$ cat src/rtl/pmp_formal_pkg.sv
`default_nettype none
// ----------------------------------------------------------------------------
// pmp_formal_pkg : shared types for the arbitrated PMP check path
// Revision: 1.0
// ----------------------------------------------------------------------------
package pmp_formal_pkg;

  // Local stand-ins for the riscv privilege / PMP access encodings
  typedef logic [1:0] priv_lvl_t;
  typedef logic [2:0] pmp_access_t;

  localparam priv_lvl_t   c_PRIV_U      = 2'b00;
  localparam priv_lvl_t   c_PRIV_S      = 2'b01;
  localparam priv_lvl_t   c_PRIV_M      = 2'b11;
  localparam pmp_access_t c_ACCESS_NONE  = 3'b000;
  localparam pmp_access_t c_ACCESS_READ  = 3'b001;
  localparam pmp_access_t c_ACCESS_WRITE = 3'b010;
  localparam pmp_access_t c_ACCESS_EXEC  = 3'b100;

  typedef enum logic {
    PMP_REQ_IF  = 1'b0,
    PMP_REQ_LSU = 1'b1
  } last_grant_t;

  typedef struct packed {
    logic valid;
    logic allow;
    logic store;
  } pmp_check_rsp_t;

endpackage : pmp_formal_pkg
`default_nettype wire

$ cat src/rtl/pmp_rr_arb2.sv
`default_nettype none
// ----------------------------------------------------------------------------
// pmp_rr_arb2 : two-input round-robin grant, IF vs LSU, with enable gate
// Revision: 1.0
// ----------------------------------------------------------------------------
module pmp_rr_arb2
  import pmp_formal_pkg::*;
(
  input  logic clk_i,
  input  logic rst_i,
  input  logic en_i,
  input  logic req_if_i,
  input  logic req_lsu_i,
  output logic gnt_if_o,
  output logic gnt_lsu_o
);

  last_grant_t r_last;

  // On conflict the requester not served last time wins
  always_comb begin
    gnt_if_o  = 1'b0;
    gnt_lsu_o = 1'b0;
    if (en_i) begin
      if (req_if_i && req_lsu_i) begin
        if (r_last == PMP_REQ_LSU) gnt_if_o  = 1'b1;
        else                       gnt_lsu_o = 1'b1;
      end else begin
        gnt_if_o  = req_if_i;
        gnt_lsu_o = req_lsu_i;
      end
    end
  end

  always_ff @(posedge clk_i) begin
    if (rst_i) begin
      r_last <= PMP_REQ_LSU;
    end else if (gnt_if_o) begin
      r_last <= PMP_REQ_IF;
    end else if (gnt_lsu_o) begin
      r_last <= PMP_REQ_LSU;
    end
  end

endmodule : pmp_rr_arb2
`default_nettype wire

$ cat src/rtl/pmp_check_arb.sv
`default_nettype none
// ----------------------------------------------------------------------------
// pmp_check_arb : shares one combinational pmp checker between IF and LSU
// Revision: 1.0
// ----------------------------------------------------------------------------
module pmp_check_arb
  import pmp_formal_pkg::*;
#(
  parameter int PLEN  = 34,
  parameter int CNT_W = 16
) (
  input  logic              clk_i,
  input  logic              rst_i,
  input  logic              if_req_valid_i,
  output logic              if_req_ready_o,
  input  logic [PLEN-1:0]   if_req_paddr_i,
  input  logic [1:0]        if_req_priv_i,
  output logic              if_rsp_valid_o,
  input  logic              if_rsp_ready_i,
  output logic              if_rsp_allow_o,
  input  logic              lsu_req_valid_i,
  output logic              lsu_req_ready_o,
  input  logic [PLEN-1:0]   lsu_req_paddr_i,
  input  logic [1:0]        lsu_req_priv_i,
  input  logic              lsu_req_store_i,
  output logic              lsu_rsp_valid_o,
  input  logic              lsu_rsp_ready_i,
  output logic              lsu_rsp_allow_o,
  output logic              lsu_rsp_store_o,
  output logic [PLEN-1:0]   pmp_addr_o,
  output logic [1:0]        pmp_priv_o,
  output logic [2:0]        pmp_access_o,
  input  logic              pmp_allow_i,
  input  logic              cfg_write_i,
  output logic [CNT_W-1:0]  deny_cnt_if_o,
  output logic [CNT_W-1:0]  deny_cnt_lsu_o
);

  pmp_check_rsp_t   r_if_rsp;
  pmp_check_rsp_t   r_lsu_rsp;
  logic [CNT_W-1:0] r_deny_if;
  logic [CNT_W-1:0] r_deny_lsu;

  logic w_if_free, w_lsu_free, w_arb_en;
  logic w_gnt_if, w_gnt_lsu;

  // A full slot that is being popped this cycle may be refilled at the edge
  assign w_if_free  = !r_if_rsp.valid  || if_rsp_ready_i;
  assign w_lsu_free = !r_lsu_rsp.valid || lsu_rsp_ready_i;
  assign w_arb_en   = !cfg_write_i && !rst_i;

  pmp_rr_arb2 u_arb (
    .clk_i     (clk_i),
    .rst_i     (rst_i),
    .en_i      (w_arb_en),
    .req_if_i  (if_req_valid_i  && w_if_free),
    .req_lsu_i (lsu_req_valid_i && w_lsu_free),
    .gnt_if_o  (w_gnt_if),
    .gnt_lsu_o (w_gnt_lsu)
  );

  assign if_req_ready_o  = w_gnt_if;
  assign lsu_req_ready_o = w_gnt_lsu;

  always_comb begin
    pmp_addr_o   = '0;
    pmp_priv_o   = '0;
    pmp_access_o = c_ACCESS_NONE;
    if (w_gnt_if) begin
      pmp_addr_o   = if_req_paddr_i;
      pmp_priv_o   = if_req_priv_i;
      pmp_access_o = c_ACCESS_EXEC;
    end else if (w_gnt_lsu) begin
      pmp_addr_o   = lsu_req_paddr_i;
      pmp_priv_o   = lsu_req_priv_i;
      pmp_access_o = lsu_req_store_i ? c_ACCESS_WRITE : c_ACCESS_READ;
    end
  end

  always_ff @(posedge clk_i) begin
    if (rst_i) begin
      r_if_rsp  <= '0;
      r_lsu_rsp <= '0;
    end else begin
      if (w_gnt_if) begin
        r_if_rsp <= '{valid: 1'b1, allow: pmp_allow_i, store: 1'b0};
      end else if (if_rsp_ready_i) begin
        r_if_rsp.valid <= 1'b0;
      end
      if (w_gnt_lsu) begin
        r_lsu_rsp <= '{valid: 1'b1, allow: pmp_allow_i, store: lsu_req_store_i};
      end else if (lsu_rsp_ready_i) begin
        r_lsu_rsp.valid <= 1'b0;
      end
    end
  end

  // Saturating deny counters, cleared only by reset
  always_ff @(posedge clk_i) begin
    if (rst_i) begin
      r_deny_if  <= '0;
      r_deny_lsu <= '0;
    end else begin
      if (w_gnt_if && !pmp_allow_i && (r_deny_if != '1)) begin
        r_deny_if <= r_deny_if + 1'b1;
      end
      if (w_gnt_lsu && !pmp_allow_i && (r_deny_lsu != '1)) begin
        r_deny_lsu <= r_deny_lsu + 1'b1;
      end
    end
  end

  assign if_rsp_valid_o  = r_if_rsp.valid;
  assign if_rsp_allow_o  = r_if_rsp.allow;
  assign lsu_rsp_valid_o = r_lsu_rsp.valid;
  assign lsu_rsp_allow_o = r_lsu_rsp.allow;
  assign lsu_rsp_store_o = r_lsu_rsp.store;
  assign deny_cnt_if_o   = r_deny_if;
  assign deny_cnt_lsu_o  = r_deny_lsu;

endmodule : pmp_check_arb
`default_nettype wire

$ cat config.mk
export PLATFORM = sky130hd
export DESIGN_NAME = pmp_check_arb
export DESIGN_NICKNAME = d
export VERILOG_FILES = /design/src/rtl/pmp_formal_pkg.sv /design/src/rtl/pmp_rr_arb2.sv /design/src/rtl/pmp_check_arb.sv
export SDC_FILE = /design/constraint.sdc
export NUM_CORES = 1
export LEC_CHECK = 0
export ABC_AREA = 0
export BUFFER_PORTS_ARGS = -buffer_cell sky130_fd_sc_hd__buf_2
export CAP_MARGIN = 20
export CORE_MARGIN = 3
export CORE_UTILIZATION = 40
export DETAILED_ROUTE_END_ITERATION = 8
export GPL_ROUTABILITY_DRIVEN = 0
export GPL_TIMING_DRIVEN = 1
export PLACE_DENSITY_LB_ADDON = 0.1
export SYNTH_ARGS = -nofsm -noshare
export SYNTH_HDL_FRONTEND = slang
export SYNTH_SLANG_ARGS = --single-unit
$ cat constraint.sdc
create_clock -name clk_i -period 2.33 [get_ports clk_i]
set_input_delay 0.233 -clock clk_i [delete_from_list [all_inputs] [get_ports clk_i]]
set_output_delay 0.233 -clock clk_i [all_outputs]
set_load 0.05 [all_outputs]
**Word level (Yosys, flattened, before mapping)**

Index checks and enable logic that the tools add are counted.

- Add/sub/neg operators: 2
- Equal/unequal tests: 2
- Mux-type cells: 19
- Reduce and logical (&&, ||, !) cells: 18

Operators with widths:

| cell | count |
|---|---|
| 34-bit two-way mux | 2 |
| 16-bit by 1-bit adder with 16-bit output, second input constant | 2 |
| 16-bit inequality test, second input constant | 2 |
| 1-bit two-way mux | 12 |
| 1-bit logical AND | 8 |
| 2-bit two-way mux | 4 |
| 2-bit nonzero test | 3 |
| 1-bit zero test | 5 |
| 3-bit two-way mux | 1 |
| 1-bit logical OR | 2 |

- Bits in registers: 38
- Output and inout bits: 78
- Word-level logic and storage cells: 49

**Depth between registers and ports, before layout**

Gate-level depths: netlist of the first run.

- Depth after elaboration: 8
- Gate-level depth with buffers: 8

**Modules after synthesis**

Synthesis of the first run repeated with hierarchy kept, for this count alone.

- Cell total of the unflattened synthesis: 266
- Area, all modules: 2287.2 sq um

By module, submodules not included:

| module | times used | cells each | area an instance (sq um) | sequential area each (sq um) |
|---|---|---|---|---|
| pmp_check_arb | 1 | 258 | 2228.4 | 740.7 |
| pmp_rr_arb2 | 1 | 8 | 58.8 | 20.0 |

**Worst setup path after synthesis of the first run**

No wires, ideal clock.

- Kind: register to output
- Start: register r_lsu_rsp, in the netlist lsu_rsp_valid_o
- End: output pmp_addr_o[26]
- Arrival time: 2.230 ns
- Setup slack: -0.133 ns
- Cell stages (with the launch flop): 7
- Path buffers: 2
- Cells stage by stage: dfxtp_1 -> nand2b_4 -> a311oi_2 -> and2_1 -> buf_2 -> buf_2 -> a22o_1

RTL lines:

| element | RTL line | RTL |
|---|---|---|
| from (decl) | pmp_check_arb.sv:40 | `pmp_check_rsp_t r_lsu_rsp;` |
| from (signal assigned) | pmp_check_arb.sv:91 | `r_lsu_rsp <= '{valid: 1'b1, allow: pmp_allow_i, store: lsu_req_store_i};` |
| 1-bit zero test | pmp_check_arb.sv:49 | `assign w_lsu_free = !r_lsu_rsp.valid \|\| lsu_rsp_ready_i;` |
| 1-bit logical OR | pmp_check_arb.sv:49 |  |
| 1-bit logical AND | pmp_check_arb.sv:57 | `.req_lsu_i (lsu_req_valid_i && w_lsu_free),` |
| 1-bit logical AND | pmp_rr_arb2.sv:25 | `if (req_if_i && req_lsu_i) begin` |
| 1-bit two-way mux | pmp_rr_arb2.sv:25 |  |
| 1-bit two-way mux | pmp_rr_arb2.sv:24 | `if (en_i) begin` |
| via if_req_ready_o | pmp_check_arb.sv:15 | `output logic if_req_ready_o,` |
| 34-bit two-way mux | pmp_check_arb.sv:69 | `if (w_gnt_if) begin` |
| to (decl) | pmp_check_arb.sv:30 | `output logic [PLEN-1:0] pmp_addr_o,` |

The timed path passes the listed nets, and every way through them passes these cells.

**Worst setup path after layout of the first run**

- Start: register r_if_rsp, in the netlist if_rsp_valid_o
- End: output pmp_addr_o[5]

- Word-level cells in the longest chain between the ends: 8

Ends and longest elaborated chain:

| element | RTL line | RTL |
|---|---|---|
| from (decl) | pmp_check_arb.sv:39 | `pmp_check_rsp_t r_if_rsp;` |
| from (signal assigned) | pmp_check_arb.sv:86 | `r_if_rsp <= '{valid: 1'b1, allow: pmp_allow_i, store: 1'b0};` |
| 1-bit zero test (*) | pmp_check_arb.sv:48 | `assign w_if_free = !r_if_rsp.valid \|\| if_rsp_ready_i;` |
| 1-bit logical OR (*) | pmp_check_arb.sv:48 |  |
| 1-bit logical AND (*) | pmp_check_arb.sv:56 | `.req_if_i (if_req_valid_i && w_if_free),` |
| 1-bit logical AND | pmp_rr_arb2.sv:25 |  |
| 1-bit two-way mux | pmp_rr_arb2.sv:25 |  |
| 1-bit two-way mux | pmp_rr_arb2.sv:24 |  |
| 34-bit two-way mux | pmp_check_arb.sv:73 | `end else if (w_gnt_lsu) begin` |
| 34-bit two-way mux (*) | pmp_check_arb.sv:69 |  |

Mark *: on every way between the ends. The rest lies on a longest branch, timed or not.

==> results of run 1 <==
## area by class of cell
| type | instances | area [um2] | share of cell area, % |
|---|---|---|---|
| Multi-Input combinational cell | 209 | 1460 | 44.2 |
| Timing Repair Buffer | 165 | 862 | 26.1 |
| Sequential cell | 38 | 763 | 23.1 |
| Tap cell | 72 | 90.1 | 2.73 |
| Clock buffer | 7 | 86.3 | 2.62 |
| Inverter | 9 | 33.8 | 1.02 |
| Clock inverter | 1 | 5.00 | 0.152 |
## state kept, by name, summed over array words and instances, names as in the netlist
register / cells
deny_cnt_if_o: 16
deny_cnt_lsu_o: 16
if_rsp_allow_o: 1
if_rsp_valid_o: 1
lsu_rsp_allow_o: 1
lsu_rsp_store_o: 1
lsu_rsp_valid_o: 1
u_arb.r_last: 1
## metrics by stage
step | hold slack [ps] | setup slack, ps | util [%]
2_1_floorplan | 369 | 122 | -
3_3_place_gp | 442 | 353 | 57.4
3_5_place_dp | 446 | 304 | 57.4
4_1_cts | 217 | 87.6 | 59.0
5_1_grt | 236 | 33.7 | 59.2
6_report | 217 | 151 | 59.2
## power by group through the flow
stage / sequential (mW) / combinational (mW) / clock (mW)
2_1_floorplan: 0.686 / 0.194 / 0
3_3_place_gp: 0.672 / 0.325 / 0
3_5_place_dp: 0.672 / 0.327 / 0
4_1_cts: 0.657 / 0.328 / 0.486
5_1_grt: 0.658 / 0.349 / 0.510
6_report: 0.657 / 0.329 / 0.472
## worst max-delay path: cells and delay by family, from the launching register on
family	cells	cell delay (ps)
compound gates	1	180
buf+inv	3	530
flops	1	330
simple gates	3	600
## logic make-up after synthesis
| logic type | synth area share (%) |
|---|---|
| compound gates | 26.1 |
| xor+xnor | 3.00 |
| fa+ha+maj | 1.07 |
| buf+inv | 6.05 |
| flops | 32.5 |
| mux | 2.68 |
| simple gates | 28.5 |
## metal layers
layer | vias up | global-route usage (%) | wire (um) | part of all wire [%]
met2 | 98 | 37.7 | 3850 | 50
met5 | - | 0 | 0 | 0
met3 | 12 | 4.99 | 732 | 9.4
met4 | 0 | 5.65 | 108 | 1.4
met1 | 1264 | 24.9 | 3070 | 40
li1 | 1358 | - | - | -
## worst max-delay path by stage
| stage | start | to | slack, ps |
|---|---|---|---|
| after global routing | if_rsp_valid_o$_SDFFE_PP0P_ | pmp_addr_o[5] | 30 |
| after detailed placement | lsu_rsp_ready_i | deny_cnt_if_o[13]$_SDFFE_PP0P_ | 300 |
| after CTS | if_rsp_valid_o$_SDFFE_PP0P_ | pmp_addr_o[5] | 90 |
| final | if_rsp_valid_o$_SDFFE_PP0P_ | pmp_addr_o[5] | 150 |
| after floorplan | if_rsp_valid_o$_SDFFE_PP0P_ | pmp_access_o[1] | 120 |
| after global placement | lsu_rsp_ready_i | deny_cnt_if_o[7]$_SDFFE_PP0P_ | 350 |
## placed cells by master, fill, tap and decap left out, drive strengths merged, types with 7 or more instances in the layout
cell / Yosys / final
a21oi: 19 / 19
a22o: 36 / 36
buf: 10 / 164
clkbuf: 13 / 8
dfxtp: 38 / 38
inv: 9 / 9
nand2: 16 / 16
nand3: 12 / 12
nand4: 8 / 8
nor2: 22 / 22
nor4: 7 / 7
o21ai: 7 / 7
o31ai: 11 / 11
or4: 10 / 10
xnor2: 8 / 8
==> impl_metrics.env, run 1 <==
export IMPL_finalMaxSlewViolations=0
export IMPL_wl_per_cell_um=15.5
export IMPL_htree_levels=2
export IMPL_slowest_stage="dfxtp_2"
export IMPL_synth_top_cells_by_count="38 x dfxtp_1, 36 x a22o_1, 21 x nor2_1"
export IMPL_die_w_um=82.4
export IMPL_drive_above_1_share_pct=48.3
export IMPL_nNetsFinal=511
export IMPL_dp_hpwl_um=5900
export IMPL_vdd_drop_max_mv=0.264
export IMPL_combPwrFrac_pct=22.6
export IMPL_relSlewSlack_pct=60.1
export IMPL_power_density_nw_per_um2=442
export IMPL_cts_hold_buf=0
export IMPL_placed_area_um2=3200
export IMPL_grt_util_all_layers_pct=21.0
export IMPL_whs_endpoint="lsu_rsp_store_o$_SDFFE_PP0P_"
export IMPL_grt_max_degree=40
export IMPL_crit_fanout=39
export IMPL_fill_cells=548
export IMPL_instances_no_fill=501
export IMPL_start_util_pct=41.9
export IMPL_clkLatencyLatePin_ps=290
export IMPL_reg2reg_to="deny_cnt_if_o[13]$_SDFFE_PP0P_"
export IMPL_cts_sinks=38
export IMPL_drt_iter0_drc=99
export IMPL_required_ps=2100
export IMPL_cts_resized=0
export IMPL_hp_start="lsu_req_store_i"
export IMPL_start_kind="flop"
export IMPL_routed_wl_um=7760
export IMPL_max_freq_mhz=459
export IMPL_worstMarginPinSlew_ps=593
export IMPL_regToRegStartpoint="if_rsp_valid_o$_SDFFE_PP0P_"
export IMPL_ys_dominant_reg_cell="dfxtp_1"
export IMPL_synth_edff_count=0
export IMPL_min_path_type="input pin to flop"
export IMPL_clkPwrFrac_pct=32.4
export IMPL_netlist_area_um2=2340
export IMPL_setup_tns_ps=0
export IMPL_dp_cells=493
export IMPL_async_reset_ff_share_pct=0
export IMPL_leakagePower_nw=1.59
export IMPL_clockBufferDepth=2
export IMPL_grt_overflow=0
export IMPL_synth_avg_cell_area_um2=8.38
export IMPL_ys_warn_count=0
export IMPL_ff2ff_path_depth=5
export IMPL_drt_vias_per_instance=5.45
export IMPL_die_y_um=82.4
export IMPL_switching_share_pct=31.1
export IMPL_rsz0062_at_grt="no"
export IMPL_worstSetupPathType="flop to output port"
export IMPL_slowest_delay_ps=330
export IMPL_clockRootBuffer="clkbuf_8"
export IMPL_fin_area_um2=3300
export IMPL_drcViolationCount=0
export IMPL_synth_nets=362
export IMPL_area_growth_pct=41.2
export IMPL_r2r_slack_ps=370
export IMPL_synth_top_area_share_pct=32.5
export IMPL_power_mw=1.46
export IMPL_hold_depth=3
export IMPL_power_switching_mw=0.454
export IMPL_period_minus_slack_ps=2180
export IMPL_cts_buffers=5
export IMPL_p_seq_share_pct=45.1
export IMPL_cts_tree="built"
export IMPL_min_period_over_period_pct=93.5
export IMPL_dr_pass1_iters=4
export IMPL_io_pins=159
export IMPL_antenna_found_initial=0
export IMPL_setup_viol=0
export IMPL_skew_ps=2.75
export IMPL_diodes=0
export IMPL_seq_area_frac_synth_pct=32.5
export IMPL_num_vias=2732
export IMPL_synth_most_common_cell="dfxtp_1"
export IMPL_first_global_vias=2270
export IMPL_fp_coreArea_um2=5570
export IMPL_io_buffers=158
export IMPL_postRouteAntennaNets=0
export IMPL_yosys_top_cells_area="dfxtp_1 33%, a22o_1 13%, a21oi_1 4.1%"
export IMPL_num_rows=27
export IMPL_ys_types=50
export IMPL_yosys_area_top_type="dfxtp_1"
export IMPL_cap_violations=0
export IMPL_arrival_ps=1950
export IMPL_syn_inst=279
export IMPL_end_kind="output port"
export IMPL_die_area_um2=6800
export IMPL_grt_pass1_wl_um=11000
export IMPL_synth_seq_cells=38
export IMPL_path_clk_slew_ps=70
export IMPL_crit_chain="nor2b_4 > nor2_1 > or2_4 > inv_2 > buf_12 > a22o_1 > buf_2"
export IMPL_p_int_mw=1.00
export IMPL_final_hold_violation_count=0
export IMPL_status="completed"
export IMPL_postCtsSetupRepairBufs=0
No activity file was read; power rests on OpenSTA's default activity.
==> inputs of run 2 (changes only) <==
- RECOVER_POWER: default -> 50
==> run 2 against run 1 <==
Against the previous run: count of clock-buffer cells in the layout is the same; fmax rose by 0.26%; via count grew 0.77%; global-route usage unchanged; worst setup slack improved by 5.6 ps; critical path type unchanged; highest routed layer unchanged.
==> impl_metrics.env, run 2 (synthesis results as in run 1) <==
export IMPL_most_common_layout_cells="119 x buf_2, 39 x clkbuf_1, 36 x dfxtp_1"
export IMPL_fin_area_um2=3240
export IMPL_clockRootBuffer="clkbuf_8"
export IMPL_vdd_drop_max_mv=0.263
export IMPL_power_density_nw_per_um2=449
export IMPL_finalMaxSlewViolations=0
export IMPL_drcViolationCount=0
export IMPL_final_hold_violation_count=0
export IMPL_num_rows=27
export IMPL_min_path_type="input pin to flop"
export IMPL_holdWs_ps=219
export IMPL_regToRegStartpoint="deny_cnt_lsu_o[0]$_SDFFE_PP0P_"
export IMPL_ff2ff_path_depth=6
export IMPL_hp_start="lsu_req_store_i"
export IMPL_relSlewSlack_pct=48.9
export IMPL_max_freq_mhz=460
export IMPL_fin_util_pct=58.1
export IMPL_start_kind="flop"
export IMPL_crit_fanout=18
export IMPL_status="completed"
export IMPL_die_y_um=82.4
export IMPL_antenna_found_initial=0
export IMPL_io_buffers=158
export IMPL_area_growth_pct=38.6
export IMPL_htree_levels=2
export IMPL_num_vias=2753
export IMPL_cts_resized=0
export IMPL_clkLatencyLatePin_ps=290
export IMPL_cts_hold_buf=0
export IMPL_skew_ps=3.46
export IMPL_placed_area_um2=3200
export IMPL_fill_cells=571
export IMPL_dr_pass1_iters=4
export IMPL_postCtsSetupRepairBufs=0
export IMPL_drt_vias_per_instance=5.50
export IMPL_end_kind="output port"
export IMPL_setup_viol=0
export IMPL_routed_wl_um=7760
export IMPL_io_pins=159
export IMPL_first_global_vias=2270
export IMPL_critical_path_endpoint="pmp_addr_o[5]"
export IMPL_cts_sinks=38
export IMPL_grt_max_degree=40
export IMPL_fp_coreArea_um2=5570
export IMPL_die_area_um2=6800
export IMPL_wl_per_cell_um=15.5
export IMPL_drive_above_1_share_pct=38.9
export IMPL_reg2reg_to="deny_cnt_lsu_o[0]$_SDFFE_PP0P_"
export IMPL_cts_tree="built"
export IMPL_drt_iter0_drc=72
export IMPL_cts_buffers=5
export IMPL_path_clk_slew_ps=70
export IMPL_multi_input_area_um2=1450
export IMPL_nNetsFinal=511
export IMPL_grt_pass1_wl_um=11000
export IMPL_period_minus_slack_ps=2170
export IMPL_dp_hpwl_um=5900
export IMPL_cap_violations=0
export IMPL_r2r_slack_ps=360
export IMPL_worstSetupPathType="flop to output port"
export IMPL_start_util_pct=41.9
export IMPL_critPathLaunch="if_rsp_valid_o$_SDFFE_PP0P_"
export IMPL_diodes=0
export IMPL_postRouteAntennaNets=0
export IMPL_clockBufferDepth=2
export IMPL_grt_util_all_layers_pct=21.0
export IMPL_setup_tns_ps=0
export IMPL_power_mw=1.46
export IMPL_die_w_um=82.4
export IMPL_required_ps=2100
export IMPL_layout_commonest_cell="buf_2"
export IMPL_rsz0062_at_grt="no"
export IMPL_ff_latch_area_um2=763
export IMPL_min_period_over_period_pct=93.3
export IMPL_grt_overflow=0
export IMPL_worstMarginPinSlew_ps=760
export IMPL_arrival_ps=1940
export IMPL_leakagePower_nw=1.41
==> run 2: metal layers <==
layer	track usage (%)	vias up	wire (um)
met2	37.7	104	3850
met5	0	-	0
met1	24.9	1280	3060
met4	5.65	0	107
met3	4.99	10	741
li1	-	1359	-
==> run 2: power by group <==
group          switching (mW)  internal, mW  leakage, nW  total (mW)
clock                   0.231         0.239       0.0482       0.470
combinational           0.217         0.111         1.05       0.328
sequential            0.00355         0.654        0.307       0.657
==> run 2: worst min path at each step <==
stage,depth (start not counted),to,slack (ps)
5_1_grt,3,lsu_rsp_store_o$_SDFFE_PP0P_,240
4_1_cts,3,lsu_rsp_store_o$_SDFFE_PP0P_,220
3_3_place_gp,2,lsu_rsp_allow_o$_SDFFE_PP0P_,440
3_5_place_dp,2,lsu_rsp_allow_o$_SDFFE_PP0P_,450
6_report,3,lsu_rsp_store_o$_SDFFE_PP0P_,220
2_1_floorplan,2,lsu_rsp_allow_o$_SDFFE_PP0P_,370
==> run 2: area by class of cell <==
type                            count  area share, %
Clock inverter                      1          0.154
Multi-Input combinational cell    209           44.7
Timing Repair Buffer              165           25.1
Inverter                            9           1.04
Tap cell                           72           2.78
Clock buffer                        7           2.67
Sequential cell                    38           23.6
==> run 2: worst max-delay path: stages (launching register included) <==
cell and delay (ps):
dfxtp_2 320, nor2b_4 140, a311oi_2 320, and2_1 210, buf_4 230, a22o_1 170, buf_2 270
==> run 2: through the flow <==
step | setup slack [ps] | cells
floorplan | 122 | 279
global placement | 353 | 493
detailed placement | 304 | 493
CTS | 87.6 | 501
global route | 37.5 | 501
finish | 156 | 501
